**src/rtl/sap1_pkg.sv**
```systemverilog
// Shared definitions for the SAP-1 controller/sequencer: opcodes, control-word
// bit positions, named control words and the timing-state enum.
package sap1_pkg;

    localparam logic [3:0] OP_LDA = 4'h0;
    localparam logic [3:0] OP_ADD = 4'h1;
    localparam logic [3:0] OP_SUB = 4'h2;
    localparam logic [3:0] OP_OUT = 4'hE;
    localparam logic [3:0] OP_HLT = 4'hF;

    // Control word bit positions, MSB first
    localparam int CON_CP   = 11;
    localparam int CON_EP   = 10;
    localparam int CON_LM_N = 9;
    localparam int CON_CE_N = 8;
    localparam int CON_LI_N = 7;
    localparam int CON_EI_N = 6;
    localparam int CON_LA_N = 5;
    localparam int CON_EA   = 4;
    localparam int CON_SU   = 3;
    localparam int CON_EU   = 2;
    localparam int CON_LB_N = 1;
    localparam int CON_LO_N = 0;

    localparam logic [11:0] CON_IDLE   = 12'h3E3;
    localparam logic [11:0] CON_T1     = 12'h5E3;
    localparam logic [11:0] CON_T2     = 12'hBE3;
    localparam logic [11:0] CON_T3     = 12'h263;
    localparam logic [11:0] CON_MAR_IR = 12'h1A3;
    localparam logic [11:0] CON_LDA_T5 = 12'h2C3;
    localparam logic [11:0] CON_ALU_T5 = 12'h2E1;
    localparam logic [11:0] CON_ADD_T6 = 12'h3C7;
    localparam logic [11:0] CON_SUB_T6 = 12'h3CF;
    localparam logic [11:0] CON_OUT_T4 = 12'h3F2;

    typedef enum logic [2:0] {
        ST_T1,
        ST_T2,
        ST_T3,
        ST_T4,
        ST_T5,
        ST_T6,
        ST_HALT
    } state_t;

    typedef enum logic [2:0] {
        I_NOP,
        I_LDA,
        I_ADD,
        I_SUB,
        I_OUT,
        I_HLT
    } instr_t;

    // An all-zero ring is HALT; any other non-one-hot value is treated as T1,
    // matching where the ring itself recovers to on the next edge.
    function automatic state_t decode_ring(input logic [5:0] ring);
        state_t st;
        case (ring)
            6'b000001: st = ST_T1;
            6'b000010: st = ST_T2;
            6'b000100: st = ST_T3;
            6'b001000: st = ST_T4;
            6'b010000: st = ST_T5;
            6'b100000: st = ST_T6;
            6'b000000: st = ST_HALT;
            default:   st = ST_T1;
        endcase
        return st;
    endfunction

endpackage

```
**src/rtl/ring_counter.sv**
```systemverilog
// Six-bit one-hot timing ring. hold parks the ring at all-zero (HALT) until CLR;
// a corrupted ring falls back to T1 on the next edge.
module ring_counter (
    input  logic       CLK,
    input  logic       CLR,
    input  logic       hold,
    output logic [5:0] tstate
);

    always_ff @(posedge CLK) begin
        if (CLR) begin
            tstate <= 6'b000001;
        end else if (hold) begin
            tstate <= 6'b000000;
        end else if ($onehot(tstate)) begin
            tstate <= {tstate[4:0], tstate[5]};
        end else begin
            tstate <= 6'b000001;
        end
    end

endmodule

```
**src/rtl/controller_sequencer.sv**
```systemverilog
// SAP-1 controller/sequencer: timing ring plus opcode decode and control-word ROM.
//
//   state | meaning
//   ------+----------------------------------------------
//   T1    | address state, PC onto bus into MAR
//   T2    | increment PC
//   T3    | memory state, RAM into IR
//   T4    | execute 1 (operand address / OUT / HLT check)
//   T5    | execute 2
//   T6    | execute 3
//   HALT  | stopped, waits for CLR
module controller_sequencer
    import sap1_pkg::*;
#(
    parameter int OPCODE_WIDTH = 4,
    parameter int CON_WIDTH    = 12
) (
    input  logic                    CLK,
    input  logic                    CLR,
    input  logic [OPCODE_WIDTH-1:0] opcode,
    output logic [CON_WIDTH-1:0]    CON,
    output logic                    HLT,
    output logic [5:0]              tstate
);

    state_t      state;
    instr_t      instr;
    logic [11:0] con_word;
    logic        halt;

    ring_counter u_ring (
        .CLK    (CLK),
        .CLR    (CLR),
        .hold   (halt),
        .tstate (tstate)
    );

    assign state = decode_ring(tstate);

    always_comb begin
        instr = I_NOP;
        if (opcode == OPCODE_WIDTH'(OP_LDA)) begin
            instr = I_LDA;
        end else if (opcode == OPCODE_WIDTH'(OP_ADD)) begin
            instr = I_ADD;
        end else if (opcode == OPCODE_WIDTH'(OP_SUB)) begin
            instr = I_SUB;
        end else if (opcode == OPCODE_WIDTH'(OP_OUT)) begin
            instr = I_OUT;
        end else if (opcode == OPCODE_WIDTH'(OP_HLT)) begin
            instr = I_HLT;
        end
    end

    // Fetch words ignore the opcode entirely since IR is not loaded until T3.
    always_comb begin
        con_word = CON_IDLE;
        halt     = 1'b0;
        case (state)
            ST_T1: con_word = CON_T1;
            ST_T2: con_word = CON_T2;
            ST_T3: con_word = CON_T3;
            ST_T4: begin
                case (instr)
                    I_LDA, I_ADD, I_SUB: con_word = CON_MAR_IR;
                    I_OUT:               con_word = CON_OUT_T4;
                    I_HLT:               halt     = 1'b1;
                    default:             con_word = CON_IDLE;
                endcase
            end
            ST_T5: begin
                case (instr)
                    I_LDA:        con_word = CON_LDA_T5;
                    I_ADD, I_SUB: con_word = CON_ALU_T5;
                    default:      con_word = CON_IDLE;
                endcase
            end
            ST_T6: begin
                case (instr)
                    I_ADD:   con_word = CON_ADD_T6;
                    I_SUB:   con_word = CON_SUB_T6;
                    default: con_word = CON_IDLE;
                endcase
            end
            ST_HALT: halt = 1'b1;
            default: con_word = CON_IDLE;
        endcase
    end

    assign CON = CON_WIDTH'(con_word);
    assign HLT = halt;

endmodule

```
**config.mk**
```make
export PLATFORM = sky130hd
export DESIGN_NAME = controller_sequencer
export DESIGN_NICKNAME = d
export VERILOG_FILES = /design/src/rtl/sap1_pkg.sv /design/src/rtl/ring_counter.sv /design/src/rtl/controller_sequencer.sv
export SDC_FILE = /design/constraint.sdc
export NUM_CORES = 1
export LEC_CHECK = 0
export BUFFER_PORTS_ARGS = -buffer_cell sky130_fd_sc_hd__buf_2
export CAP_MARGIN = 20
export CORE_MARGIN = 10
export CORE_UTILIZATION = 43
export CTS_CLUSTER_SIZE = 8
export DETAILED_ROUTE_END_ITERATION = 10
export PLACE_DENSITY = 0.74
export SLEW_MARGIN = 20
export SYNTH_ARGS = -nofsm -noshare
export SYNTH_HDL_FRONTEND = slang
export SYNTH_SLANG_ARGS = --single-unit
```
**constraint.sdc**
```tcl
create_clock -name CLK -period 2.2 [get_ports CLK]
set_input_delay 0 -clock CLK [delete_from_list [all_inputs] [get_ports CLK]]
set_output_delay 0 -clock CLK [all_outputs]
set_load 0.02 [all_outputs]
```
==> Word-level counts from Yosys, hierarchy flattened <==
Cells that the tools add are included.
{ "totals": {"word_cells": 49, "in_bits": 6, "output_inout_bits": 19, "ff_bits": 6} }
{ "classes": {"reduce_logical": 6, "n_eq_ne": 21, "muxes": 14, "bitwise": 1, "add_sub_neg": 5} }
{ "op_table": {"columns": ["cell", "count"], "rows": [
  ["12-bit case mux with 6 select lines", 1],
  ["10-bit case mux with 2 select lines", 1],
  ["3-bit case mux with 6 select lines", 1],
  ["9-bit case mux with 2 select lines", 1],
  ["3-bit equality test, second input constant", 5],
  ["3-bit two-way mux", 5],
  ["3-bit by 2-bit equality test with 1-bit output, second input constant", 4],
  ["6-bit case mux with 2 select lines", 1],
  ["3-bit by 1-bit equality test with 1-bit output, second input constant", 3],
  ["4-bit equality test, second input constant", 2],
  ["1-bit by 1-bit adder with 2-bit output", 3],
  ["3-bit adder", 2],
  ["6-bit by 2-bit equality test with 1-bit output, second input constant", 1],
  ["6-bit by 3-bit equality test with 1-bit output, second input constant", 1],
  ["6-bit by 4-bit equality test with 1-bit output, second input constant", 1],
  ["6-bit by 5-bit equality test with 1-bit output, second input constant", 1],
  ["6-bit equality test, second input constant", 1],
  ["6-bit zero test", 1],
  ["3-bit OR reduction", 2],
  ["4-bit by 1-bit equality test with 1-bit output, second input constant", 1],
  ["4-bit by 2-bit equality test with 1-bit output, second input constant", 1],
  ["4-bit zero test", 1],
  ["3-bit zero test", 1],
  ["1-bit two-way mux", 3],
  ["3 further kinds", 3]
]} }

==> Logic depth before layout (Yosys ltp) <==
Gate-level depths: netlist of run 1.
{ "logic_depth": {"depth_word": 10, "mapped_depth": 9, "mapped_depth_nobuf": 9} }

==> Cells and area by module <==
From an unflattened synthesis of run 1, not the netlist that was laid out.
{ "unflattened": {"cells_unflattened": 58, "hier_area_um2": 553.0} }
{ "by_module_without_submodules": {"columns": ["module", "instances", "cells_per_inst", "area_each_um2", "seq_area_each_um2"], "rows": [
  ["ring_counter", 1, 22, 292.8, 120.1],
  ["controller_sequencer", 1, 36, 260.2, 0.0]
]} }

==> Worst setup path before layout of run 1 <==
Ideal clock, no wire load.
{ "synth_path": {"path_kind": "reg2reg", "from": "register u_ring.tstate[1]", "to": "register u_ring.tstate[1]", "required_time_ns": 2.139, "setup_ns": 0.061, "path_stages_with_launch": 8, "path_buffers": 0, "arrival_time_ns": 2.221, "synth_period_minus_slack_ns": 2.282, "path_slack_ns": -0.082, "cell_sequence": "dfxtp_1 ha_1 inv_1 fa_1 inv_1 ha_1 nor4_1 and3_1"} }
{ "synth_via": {"elab_chain_len": 6, "word_cells_on_any_way": 16, "cone_classes": "3 x add/sub; 8 x eq/ne; 2 x mux; 1 x bitwise; 2 x reduce/logical"} }
{ "synth_lines": {"columns": ["element", "line_no", "text"], "rows": [
  ["start: declaration", "ring_counter.sv:7", "output logic [5:0] tstate"],
  ["start signal: assignment", "ring_counter.sv:16", "tstate <= {tstate[4:0], tstate[5]};"],
  ["1-bit by 1-bit adder with 2-bit output (implied by the code)", "ring_counter.sv:15", "end else if ($onehot(tstate)) begin"],
  ["3-bit adder (implied by the code) (2 in a row)", "ring_counter.sv:15", null],
  ["3-bit by 1-bit equality test with 1-bit output", "ring_counter.sv:15", null],
  ["1-bit inverter (no source line)", null, null],
  ["3-bit OR reduction (no source line) *", null, null]
]} }
Every way passes the cells marked *; elsewhere a longest branch is shown, timed or not.
A chain may end at the register's enable or synchronous reset.

==> Worst setup path in the final report of run 1 <==
{ "layout_path": {"from": "register u_ring.tstate[2]", "to": "output port CON[1]"} }
{ "layout_via": {"elab_chain_len": 4, "word_cells_on_any_way": 14, "cone_classes": "10 x eq/ne; 2 x mux; 2 x reduce/logical"} }
{ "layout_lines": {"columns": ["element", "line_no", "text"], "rows": [
  ["6-bit equality test, or another cell as far along", "sap1_pkg.sv:59", "case (ring)"],
  ["3-bit case mux with 6 select lines *", "sap1_pkg.sv:59", null],
  ["3-bit equality test, or another cell as far along", "controller_sequencer.sv:59", "case (state)"],
  ["12-bit case mux with 6 select lines *", "controller_sequencer.sv:59", null],
  ["end: declaration", "controller_sequencer.sv:21", "output logic [CON_WIDTH-1:0] CON,"]
]} }
Marks and branches as above.

==> results.yml, run 1 <==
status:
  status: "complete, but fails checks"
  violations: "negative setup slack"
sta:
  fin_skew_ps: 6.72
  setup_viol: 1
  worst_slack_ps: -10.4
  whs_ps: 51.6
  finalCriticalPeriod_ps: 2210
  max_slew.worst_pin.slew_ps: 373
  maxClockFrequency_mhz: 452
  hold_violations: 0
  finalMaxSlewViolations: 0
  final.period_utilization_pct: 100
  setup_tns_ps: -10.4
  rsz0062_at_grt: "true"
  relSlewSlack_pct: 74.7
critical_path:
  critPathKind: "reg -> out"
  cp_max_fo: 4
  critical_path_arrival_ps: 2210
  startpoint_type: "flop"
  end_kind: "output port"
  crit_required_ps: 2200
  rrSetupSlack_ps: 140
  path_cells: "inv_4 > ha_4 > o311a_1 > or4_4 > or3_4 > buf_6"
  slowest_delay_ps: 510
  crit_slowest_cell: "or4_4"
placed_design:
  routabilityCongestion: 0.746
  place_area_um2: 853
  pre_cts_ws_ps: 15.4
  dpl.hpwl_um: 1400
  port_buffers: 24
power:
  p_comb_share_pct: 74.1
  power_mw: 0.998
  p_int_mw: 0.512
  pwr-share-seq_pct: 15.6
  power_density_mw_per_mm2: 985
  p_leak_nw: 0.501
  vdd_drop_max_uv: 840
  power.net_switching_mw: 0.486
  clkPwrFrac_pct: 10.3
  switching_share_pct: 48.7
synth:
  synth.area.top_cells: "ha_1 (22%), dfxtp_1 (18%), inv_1 (9.3%), fa_1 (5.9%), and3_1 (5.5%)"
  avgSynthCellArea_um2: 7.87
  ys_seq_area_share_pct: 17.6
  syn_nets: 107
  synth_seq_cells: 6
  yosys_warnings: 0
  synth_cell_types: 33
  netlist_area_um2: 684
  yosysTopAreaCellShare_pct: 21.9
  yosysTopAreaCell: "ha_1"
  syn_inst: 87
min_path:
  holdCritPathClass: "in -> reg"
clock_network:
  cts_buffers: 3
  clkTransAtPathRegs_ps: 50
  cts_tree: "built"
  cts-root-buf: "clkbuf_4"
  cts_max_path_buffers: 2
  cts_htree_levels: 1
  clkLatencyLatePin_ps: 250
  cts_hold_buf: 0
  clock_sinks: 6
global_routing:
  grt_use_met2_pct: 17.4
  antenna_found_initial: 0
  use_met3_pct: 4.87
  grt_pass1_wl_um: 2860
  grt_pass1_vias: 674
  grtUsageMet1_pct: 10.1
  grt_use_total_pct: 10.0
  grt_max_degree: 11
  grt_overflow: 0
  grt_busiest_layer: "met2"
final_layout:
  largest_registers: "u_ring.tstate: 6 flops"
  regMostFlops: "u_ring.tstate"
  antenna_cells: 0
  largest_reg_flops: 6
  syn_to_final_growth_pct: 48.1
  fin_nets: 144
  design_area_mm2: 0.00101
  drive_gt1_share_pct: 47.5
floorplan:
  start_util_pct: 45.4
  pin_count: 25
  dieArea_mm2: 0.00359
  die_h_um: 59.9
  core_mm2: 0.00151
  rows: 14
  die-width_um: 59.9
routing:
  firstDrtPassIters: 4
  routed_wl_um: 1870
  drt_iter0_drc: 22
  vias: 723
  via_per_inst: 5.24
  antenna_left: 0
  drc: 0
  routedWlPerCell_um: 13.5
run:
  cap_violations: 0
per-stage QoR:
stage | std cells | utilization, %
6_report | 138 | 67.3
5_1_grt | 138 | 67.3
4_1_cts | 135 | 62.1
3_5_place_dp | 128 | 56.6
3_3_place_gp | 128 | 56.6
2_1_floorplan | 87 | -
final timing paths:
check,startpoint,end,depth (start not counted)
setup / recovery,u_ring.tstate[2]$_SDFF_PP0_,CON[1],6
setup reg to reg,u_ring.tstate[0]$_SDFF_PP1_,u_ring.tstate[5]$_SDFF_PP0_,8
hold / removal,CLR,u_ring.tstate[0]$_SDFF_PP1_,2
hold reg to reg,u_ring.tstate[4]$_SDFF_PP0_,u_ring.tstate[5]$_SDFF_PP0_,1
worst max-delay path: cells and delay by family (launching register included):
kind	cells	cell delay, ps
fa+ha+maj	1	150
flops	1	360
buf+inv	2	190
simple gates	2	890
compound gates	1	370
repair_timing:
action,4_1_cts,5_1_grt
pin swaps,3,6
endpoints found under the hold margin,0,0
resized for setup,12,14
setup endpoints to repair,5,9
buffers inserted,4,3
gates cloned,0,0
synthesized netlist by cell type:
library cell and number:
or2_1 1, or2_2 1, buf_2 1, ha_1 12, nor4_1 1, a31oi_1 1
o21a_1 1, o211ai_1 1, nor3b_1 1, a211o_1 1, dfxtp_1 6, mux2i_1 1
a22o_2 1, or3_1 1, and3_1 6, a2bb2oi_1 1, inv_1 17, a32oi_1 1
fa_1 2, o21ai_0 2, nand2_1 5, or4_4 1, o311a_1 1, nor2b_1 2
clkbuf_1 2, nor3_1 2, nor2_1 4, nand4_1 2, a21oi_1 1, nand3_1 4
o311ai_0 1, a22o_1 1, xnor2_1 2
power groups by stage:
stage / logic (mW) / registers, mW / clock network [mW]
4_1_cts: 0.684 / 0.154 / 0.107
2_1_floorplan: 0.410 / 0.181 / 0
3_5_place_dp: 0.627 / 0.156 / 0
6_report: 0.740 / 0.156 / 0.103
3_3_place_gp: 0.618 / 0.153 / 0
5_1_grt: 0.827 / 0.159 / 0.114
kinds of logic (layout without fill, tap and decap cells):
| logic type | Yosys count | in the layout | synth area share (%) |
|---|---|---|---|
| simple gates | 31 | 31 | 24.9 |
| buf+inv | 20 | 55 | 11.2 |
| fa+ha+maj | 14 | 14 | 27.8 |
| compound gates | 13 | 13 | 14.6 |
| flops | 6 | 6 | 17.6 |
| xor+xnor | 2 | 2 | 2.56 |
| mux | 1 | 1 | 1.46 |
per-layer routing:
metal / wire length, um / part of all wire (%) / vias to the layer above
met5: 0 / 0 / -
met4: 28 / 1.5 / 0
met3: 207 / 11 / 3
met2: 890 / 48 / 32
met1: 741 / 40 / 320
li1: - / - / 368
final cells by class:
type                    count  area, um2
clock buffers               3       22.5
fillers                   133        493
inverters                  17       68.8
multi-input cells          61        558
flip-flops and latches      6        133
well taps                  16       20.0
repair buffers             35        211
placed cells by master, fill, tap and decap left out, types with 3 or more instances in the layout:
master     n
and3_1     6
ha_2       3
nor2_1     4
nand2_1    5
buf_2     22
dfxtp_2    4
buf_4     12
ha_4       3
ha_1       6
nand3_1    4
inv_1     15
clkbuf_4   3
Note: power is estimated with default switching activity, not from simulation.
==> inputs of run 2 (changes only) <==
--- a/config.mk
+++ b/config.mk
@@ -6,12 +6,13 @@
 export NUM_CORES = 1
 export LEC_CHECK = 0
 export BUFFER_PORTS_ARGS = -buffer_cell sky130_fd_sc_hd__buf_2
-export CAP_MARGIN = 20
+export CAP_MARGIN = 10
 export CORE_MARGIN = 10
 export CORE_UTILIZATION = 43
 export CTS_CLUSTER_SIZE = 8
 export DETAILED_ROUTE_END_ITERATION = 10
 export PLACE_DENSITY = 0.74
+export SKIP_LAST_GASP = 1
 export SLEW_MARGIN = 20
 export SYNTH_ARGS = -nofsm -noshare
 export SYNTH_HDL_FRONTEND = slang
==> constraint.sdc (replaced) <==
create_clock -name CLK -period 2.2 [get_ports CLK]
set_input_delay 0.11 -clock CLK [delete_from_list [all_inputs] [get_ports CLK]]
set_output_delay 0.11 -clock CLK [all_outputs]
set_load 0.02 [all_outputs]
==> run 2 against run 1 <==
Net effect: the run still ends with negative setup slack left; register-to-register slack got worse by 30 ps; sequential share of layout area fell by 0.29 points; fmax is 4.8% lower; total power grew 2.8%; setup slack worse by 110 ps; first-iteration DRC count down 41%; via count is 1.5% higher; clock power is essentially flat; clock skew is 3.4 ps higher; critical endpoint unchanged; largest cell class unchanged; largest power group unchanged.
==> results.yml, run 2 (synthesis results as in run 1) <==
routing:
  via_per_inst: 5.36
  drt_iter0_drc: 13
  firstDrtPassIters: 4
  antenna_left: 0
  routedWlPerCell_um: 14.9
  routed_wl_um: 2040
  vias: 734
  drc: 0
critical_path:
  cp_max_fo: 3
  startpoint_type: "flop"
  crit_family: "simple AND/OR/NAND/NOR gates"
  critPathKind: "reg -> out"
  crit_required_ps: 2090
  slowest_delay_ps: 510
  path_cells: "inv_2 > ha_4 > o311a_1 > or4_4 > or3_4 > buf_6"
  r2r_start: "u_ring.tstate[2]$_SDFF_PP0_"
  critical_path_arrival_ps: 2210
  end_kind: "output port"
  worst-path-buf-inv: 2
  crit_slowest_cell: "or4_4"
  crit_start: "u_ring.tstate[2]$_SDFF_PP0_"
sta:
  max_slew.worst_pin.slew_ps: 549
  finalMaxSlewViolations: 0
  setup_viol: 4
  rsz0062_at_grt: "true"
  finalCriticalPeriod_ps: 2320
  relSlewSlack_pct: 62.9
  maxClockFrequency_mhz: 431
  worst_slack_ps: -123
  fin_skew_ps: 10.1
  final.period_utilization_pct: 106
  hold_violations: 0
clock_network:
  cts-root-buf: "clkbuf_4"
  clock_sinks: 6
  clkTransAtPathRegs_ps: 50
  clkLatencyLatePin_ps: 250
  cts_hold_buf: 0
  cts_htree_levels: 1
  cts_buffers: 3
  cts_tree: "built"
  cts_max_path_buffers: 2
final_layout:
  fin_nets: 143
  regMostFlops: "u_ring.tstate"
  layout_common_cells: "buf_2 (20), inv_1 (13), buf_4 (8)"
  syn_to_final_growth_pct: 54.3
  layout_commonest_cell: "buf_2"
  postLayoutCoreUtil_pct: 70.1
  antenna_cells: 0
  largest_reg_flops: 6
  drive_gt1_share_pct: 52.9
  largest_registers: "u_ring.tstate: 6 flops"
min_path:
  hold_start: "CLR"
  holdCritPathClass: "in -> reg"
global_routing:
  grt_pass1_wl_um: 2810
  grt_overflow: 0
  grt_use_total_pct: 9.68
  grt_pass1_vias: 685
  grt_max_degree: 11
  antenna_found_initial: 0
placed_design:
  dpl.hpwl_um: 1430
  routabilityCongestion: 0.805
  pre_cts_ws_ps: 48.1
  port_buffers: 24
power:
  pwr-share-seq_pct: 16.5
  p_leak_nw: 0.499
  power.net_switching_mw: 0.506
  power_mw: 1.03
  power_density_mw_per_mm2: 972
  switching_share_pct: 49.3
  p_int_mw: 0.520
  vdd_drop_max_uv: 742
  p_comb_share_pct: 73.7
  clkPwrFrac_pct: 9.8
floorplan:
  die-width_um: 59.9
  start_util_pct: 45.4
  dieArea_mm2: 0.00359
  pin_count: 25
  core_mm2: 0.00151
  die_h_um: 59.9
  rows: 14
status:
  violations: "negative setup slack"
  status: "complete, but fails checks"
run:
  cap_violations: 0
[run 2: changes by cell type in the layout (fill, tap and decap cells not counted), moves of 2 or more]
| cell | before | now |
|---|---|---|
| inv_4 | 2 | 0 |
| inv_1 | 15 | 13 |
| buf_6 | 1 | 6 |
| buf_4 | 12 | 8 |
| buf_2 | 22 | 20 |
| inv_2 | 0 | 4 |
[run 2: area by class of cell]
class                   instances  area (um2)
repair buffers                 34         228
fillers                       122         450
multi-input cells              61         587
flip-flops and latches          6         135
well taps                      16        20.0
clock buffers                   3        22.5
inverters                      17        63.8
[run 2: what timing repair did]
action	CTS	global route
pin swaps	3	7
gates resized for setup	12	25
buffers inserted	4	2
endpoints found under the setup margin	4	13
[run 2: routing by layer]
layer  vias to the layer above  share of wire (%)  track usage, %
met5                         -                  0               0
met4                         0                1.1            1.92
met3                         2                 11            4.24
met2                        32                 47            16.2
met1                       332                 41            11.1
li1                        368                  -               -
[run 2: through the flow]
step | cells | hold WS [ps] | cell area, um2 | setup TNS, ps
2_1_floorplan | 87 | 270 | 702 | 0
3_3_place_gp | 128 | 389 | 860 | 0
3_5_place_dp | 128 | 397 | 860 | 0
4_1_cts | 135 | 145 | 950 | -318
5_1_grt | 137 | 186 | 1060 | -510
6_report | 137 | 178 | 1060 | -264
[run 2: worst paths after layout]
kind / to / slack, ps / cells past startpoint
worst max-delay path: CON[1] / -120 / 6
worst min-delay path: u_ring.tstate[0]$_SDFF_PP1_ / 180 / 2
worst max register to register: u_ring.tstate[4]$_SDFF_PP0_ / 110 / 10
worst min register to register: u_ring.tstate[1]$_SDFF_PP0_ / 510 / 1
[run 2: power groups by stage]
stage	Clock (mW)	Combinational (mW)	Sequential, mW
after CTS	0.101	0.661	0.159
after detailed placement	0	0.633	0.162
final	0.101	0.756	0.169
after global placement	0	0.616	0.161
after floorplan	0	0.410	0.182
after global routing	0.108	0.819	0.174
==> inputs of run 3 (changes only) <==
--- a/config.mk
+++ b/config.mk
@@ -8,12 +8,13 @@
 export BUFFER_PORTS_ARGS = -buffer_cell sky130_fd_sc_hd__buf_2
 export CAP_MARGIN = 10
 export CORE_MARGIN = 10
-export CORE_UTILIZATION = 43
+export CORE_UTILIZATION = 40
 export CTS_CLUSTER_SIZE = 8
 export DETAILED_ROUTE_END_ITERATION = 10
-export PLACE_DENSITY = 0.74
+export PLACE_DENSITY = 0.73
 export SKIP_LAST_GASP = 1
 export SLEW_MARGIN = 20
 export SYNTH_ARGS = -nofsm -noshare
 export SYNTH_HDL_FRONTEND = slang
+export SYNTH_HIERARCHICAL = 1
 export SYNTH_SLANG_ARGS = --single-unit
==> run 3 against run 2 <==
Net effect: the flow still finishes with violations (negative setup slack); register-to-register slack worse by 420 ps; global-route usage down 0.52 points; area after synthesis down 19%; clock power up 6%; non-clock buffer count down 4.
==> results.yml, run 3 <==
min_path:
  hold_end: "u_ring/tstate[0]$_SDFF_PP1_"
  hold_start: "CLR"
  hold_depth: 3
  holdCritPathClass: "in -> reg"
synth:
  synth_ff_type: "dfxtp_1"
  yosysTopAreaCell: "dfxtp_1"
  synth_edf_count: 0
  avgSynthCellArea_um2: 9.54
  synth_seq_cells: 6
  synth.most_common_cell: "dfxtp_1"
  netlist_area_um2: 553
  syn_inst: 58
  async_flop_share_pct: 0
  ys_seq_area_share_pct: 21.7
  synthTopCellsByCount: "dfxtp_1 (6), nor3b_1 (5), ha_1 (4), nand2b_1 (4)"
  synth.area.top_cells: "dfxtp_1 (22%), ha_1 (9.0%), fa_1 (7.2%), nor3b_1 (6.8%), nand2b_1 (4.5%)"
  yosys_warnings: 6
  yosysTopAreaCellShare_pct: 21.7
  synth_cell_types: 34
  syn_nets: 70
critical_path:
  rrSetupSlack_ps: -310
  cp_max_fo: 5
  worst_r2r_endpoint: "u_ring/tstate[3]$_SDFF_PP0_"
  crit_slowest_cell: "or4b_4"
  critPathKind: "reg -> reg"
  path_cells: "ha_4 > fa_1 > ha_2 > fa_1 > or4b_4 > nor3b_1"
  r2r_start: "u_ring/tstate[2]$_SDFF_PP0_"
  end_kind: "flop"
  crit_required_ps: 2360
  crit_top_cell: "fa_1"
  worst-path-buf-inv: 0
  slowest_delay_ps: 580
  crit_family: "adder cells"
  critical_path_arrival_ps: 2670
  startpoint_type: "flop"
  ff2ff_path_depth: 6
sta:
  hold_violations: 0
  setup_viol: 6
  maxClockFrequency_mhz: 399
  relSlewSlack_pct: 60.7
  final.period_utilization_pct: 114
  finalCriticalPeriod_ps: 2510
  rsz0062_at_grt: "true"
  fin_skew_ps: 2.11
  max_slew.worst_pin.slew_ps: 587
  finalMaxSlewViolations: 0
  worst_slack_ps: -306
final_layout:
  final_cells: 104
  antenna_cells: 0
  layout_commonest_cell: "buf_2"
  largest_reg_flops: 6
  syn_to_final_growth_pct: 42.5
  fin_nets: 103
  design_area_um2: 788
  layout_common_cells: "buf_2 (24), buf_4 (6), nand2b_1 (4), nor3b_2 (4)"
  largest_registers: "u_ring/tstate: 6 flops"
  drive_gt1_share_pct: 52.8
  regMostFlops: "u_ring/tstate"
  num-fill-cells: 123
  postLayoutCoreUtil_pct: 60.6
clock_network:
  cts_buffers: 3
  cts-root-buf: "clkbuf_4"
  clock_sinks: 6
  clkLatencyLatePin_ps: 250
  cts_tree: "built"
  clkTransAtPathRegs_ps: 50
  cts_hold_buf: 0
  cts_htree_levels: 1
  cts_max_path_buffers: 2
status:
  violations: "negative setup slack"
  status: "complete, but fails checks"
placed_design:
  port_buffers: 24
  dpl.hpwl_um: 1240
  place_area_um2: 746
  routabilityCongestion: 0.761
  dpl.cell_count: 101
power:
  power_mw: 0.722
  vdd_drop_max_uv: 455
  power_density_mw_per_mm2: 916
  p_leak_nw: 0.375
floorplan:
  rows: 13
  pin_count: 25
  dieArea_mm2: 0.00327
  die_h_um: 57.2
  core_mm2: 0.00130
  start_util_pct: 42.5
  die-width_um: 57.2
routing:
  drt_iter0_drc: 7
  drc: 0
  routedWlPerCell_um: 14.4
  antenna_left: 0
  via_per_inst: 5.44
  routed_wl_um: 1490
  firstDrtPassIters: 4
  vias: 566
global_routing:
  grt_pass1_wl_um: 2480
  grt_use_total_pct: 9.16
  grt_overflow: 0
  grt_pass1_vias: 547
  grt_max_degree: 12
  antenna_found_initial: 0
run:
  cap_violations: 0
[run 3: cell count changes after synthesis, sizes merged, moves of 2 or more]
cell,change
nand2,-3
nand3b,+2
a22o,-2
nand3,-4
and3,-6
o21ai,-2
inv,-16
nor3,+2
nor2b,-2
nor3b,+4
ha,-8
or4b,+3
nand2b,+4
[run 3: power by group]
group	internal, mW	leakage (nW)	total [mW]	switching [mW]
combinational	0.202	0.310	0.467	0.265
clock	0.0621	0.0138	0.107	0.0452
sequential	0.133	0.0510	0.148	0.0151
[run 3: cell type report]
class,instances,area [um2],area share (%)
flip-flops and latches,6,129,16.3
clock buffers,3,22.5,2.86
repair buffers,30,165,21.0
inverters,1,3.75,0.476
multi-input cells,49,449,57.0
well taps,15,18.8,2.38
[run 3: timing repair]
| action | CTS | global route |
|---|---|---|
| setup buffers | 0 | 0 |
| resized for setup | 2 | 2 |
| endpoints found under the setup margin | 6 | 6 |
| pin swaps | 1 | 0 |
| hold endpoints to repair | 0 | 0 |
[run 3: per-stage QoR]
| stage | setup WS, ps | hold WS (ps) | setup TNS [ps] |
|---|---|---|---|
| 2_1_floorplan | -260 | 239 | -1530 |
| 3_3_place_gp | -267 | 362 | -1470 |
| 3_5_place_dp | -325 | 369 | -1650 |
| 4_1_cts | -286 | 105 | -1640 |
| 5_1_grt | -379 | 138 | -2070 |
| 6_report | -306 | 111 | -1670 |
[run 3: how the worst max path moves through the flow]
stage                           startpoint                          end  cells after the start
6_report       u_ring/tstate[2]$_SDFF_PP0_  u_ring/tstate[3]$_SDFF_PP0_                      6
5_1_grt        u_ring/tstate[2]$_SDFF_PP0_  u_ring/tstate[1]$_SDFF_PP0_                      6
4_1_cts        u_ring/tstate[2]$_SDFF_PP0_  u_ring/tstate[2]$_SDFF_PP0_                      6
3_5_place_dp   u_ring/tstate[2]$_SDFF_PP0_  u_ring/tstate[2]$_SDFF_PP0_                      6
3_3_place_gp   u_ring/tstate[2]$_SDFF_PP0_  u_ring/tstate[5]$_SDFF_PP0_                      6
2_1_floorplan  u_ring/tstate[2]$_SDFF_PP0_  u_ring/tstate[5]$_SDFF_PP0_                      6
[run 3: tightest hold or removal path, delay by kind of cell]
kind | cells | cell delay [ps]
buf+inv | 2 | 150
compound gates | 1 | 50
[run 3: logic make-up after synthesis]
kind of cell	synth area share (%)
flip-flops	21.7
adder cells (fa/ha/maj)	18.3
buffers and inverters	3.39
XOR/XNOR	3.17
AND/OR/NAND/NOR	43.4
AO/OA/AOI/OAI	9.96
[run 3: per-layer routing]
layer | up-vias | part of all wire, % | global-route usage [%]
li1 | 284 | - | -
met1 | 262 | 43 | 9.86
met2 | 18 | 49 | 15.2
met3 | 2 | 6.6 | 2.65
met4 | 0 | 2.1 | 6.04
met5 | - | 0 | 0
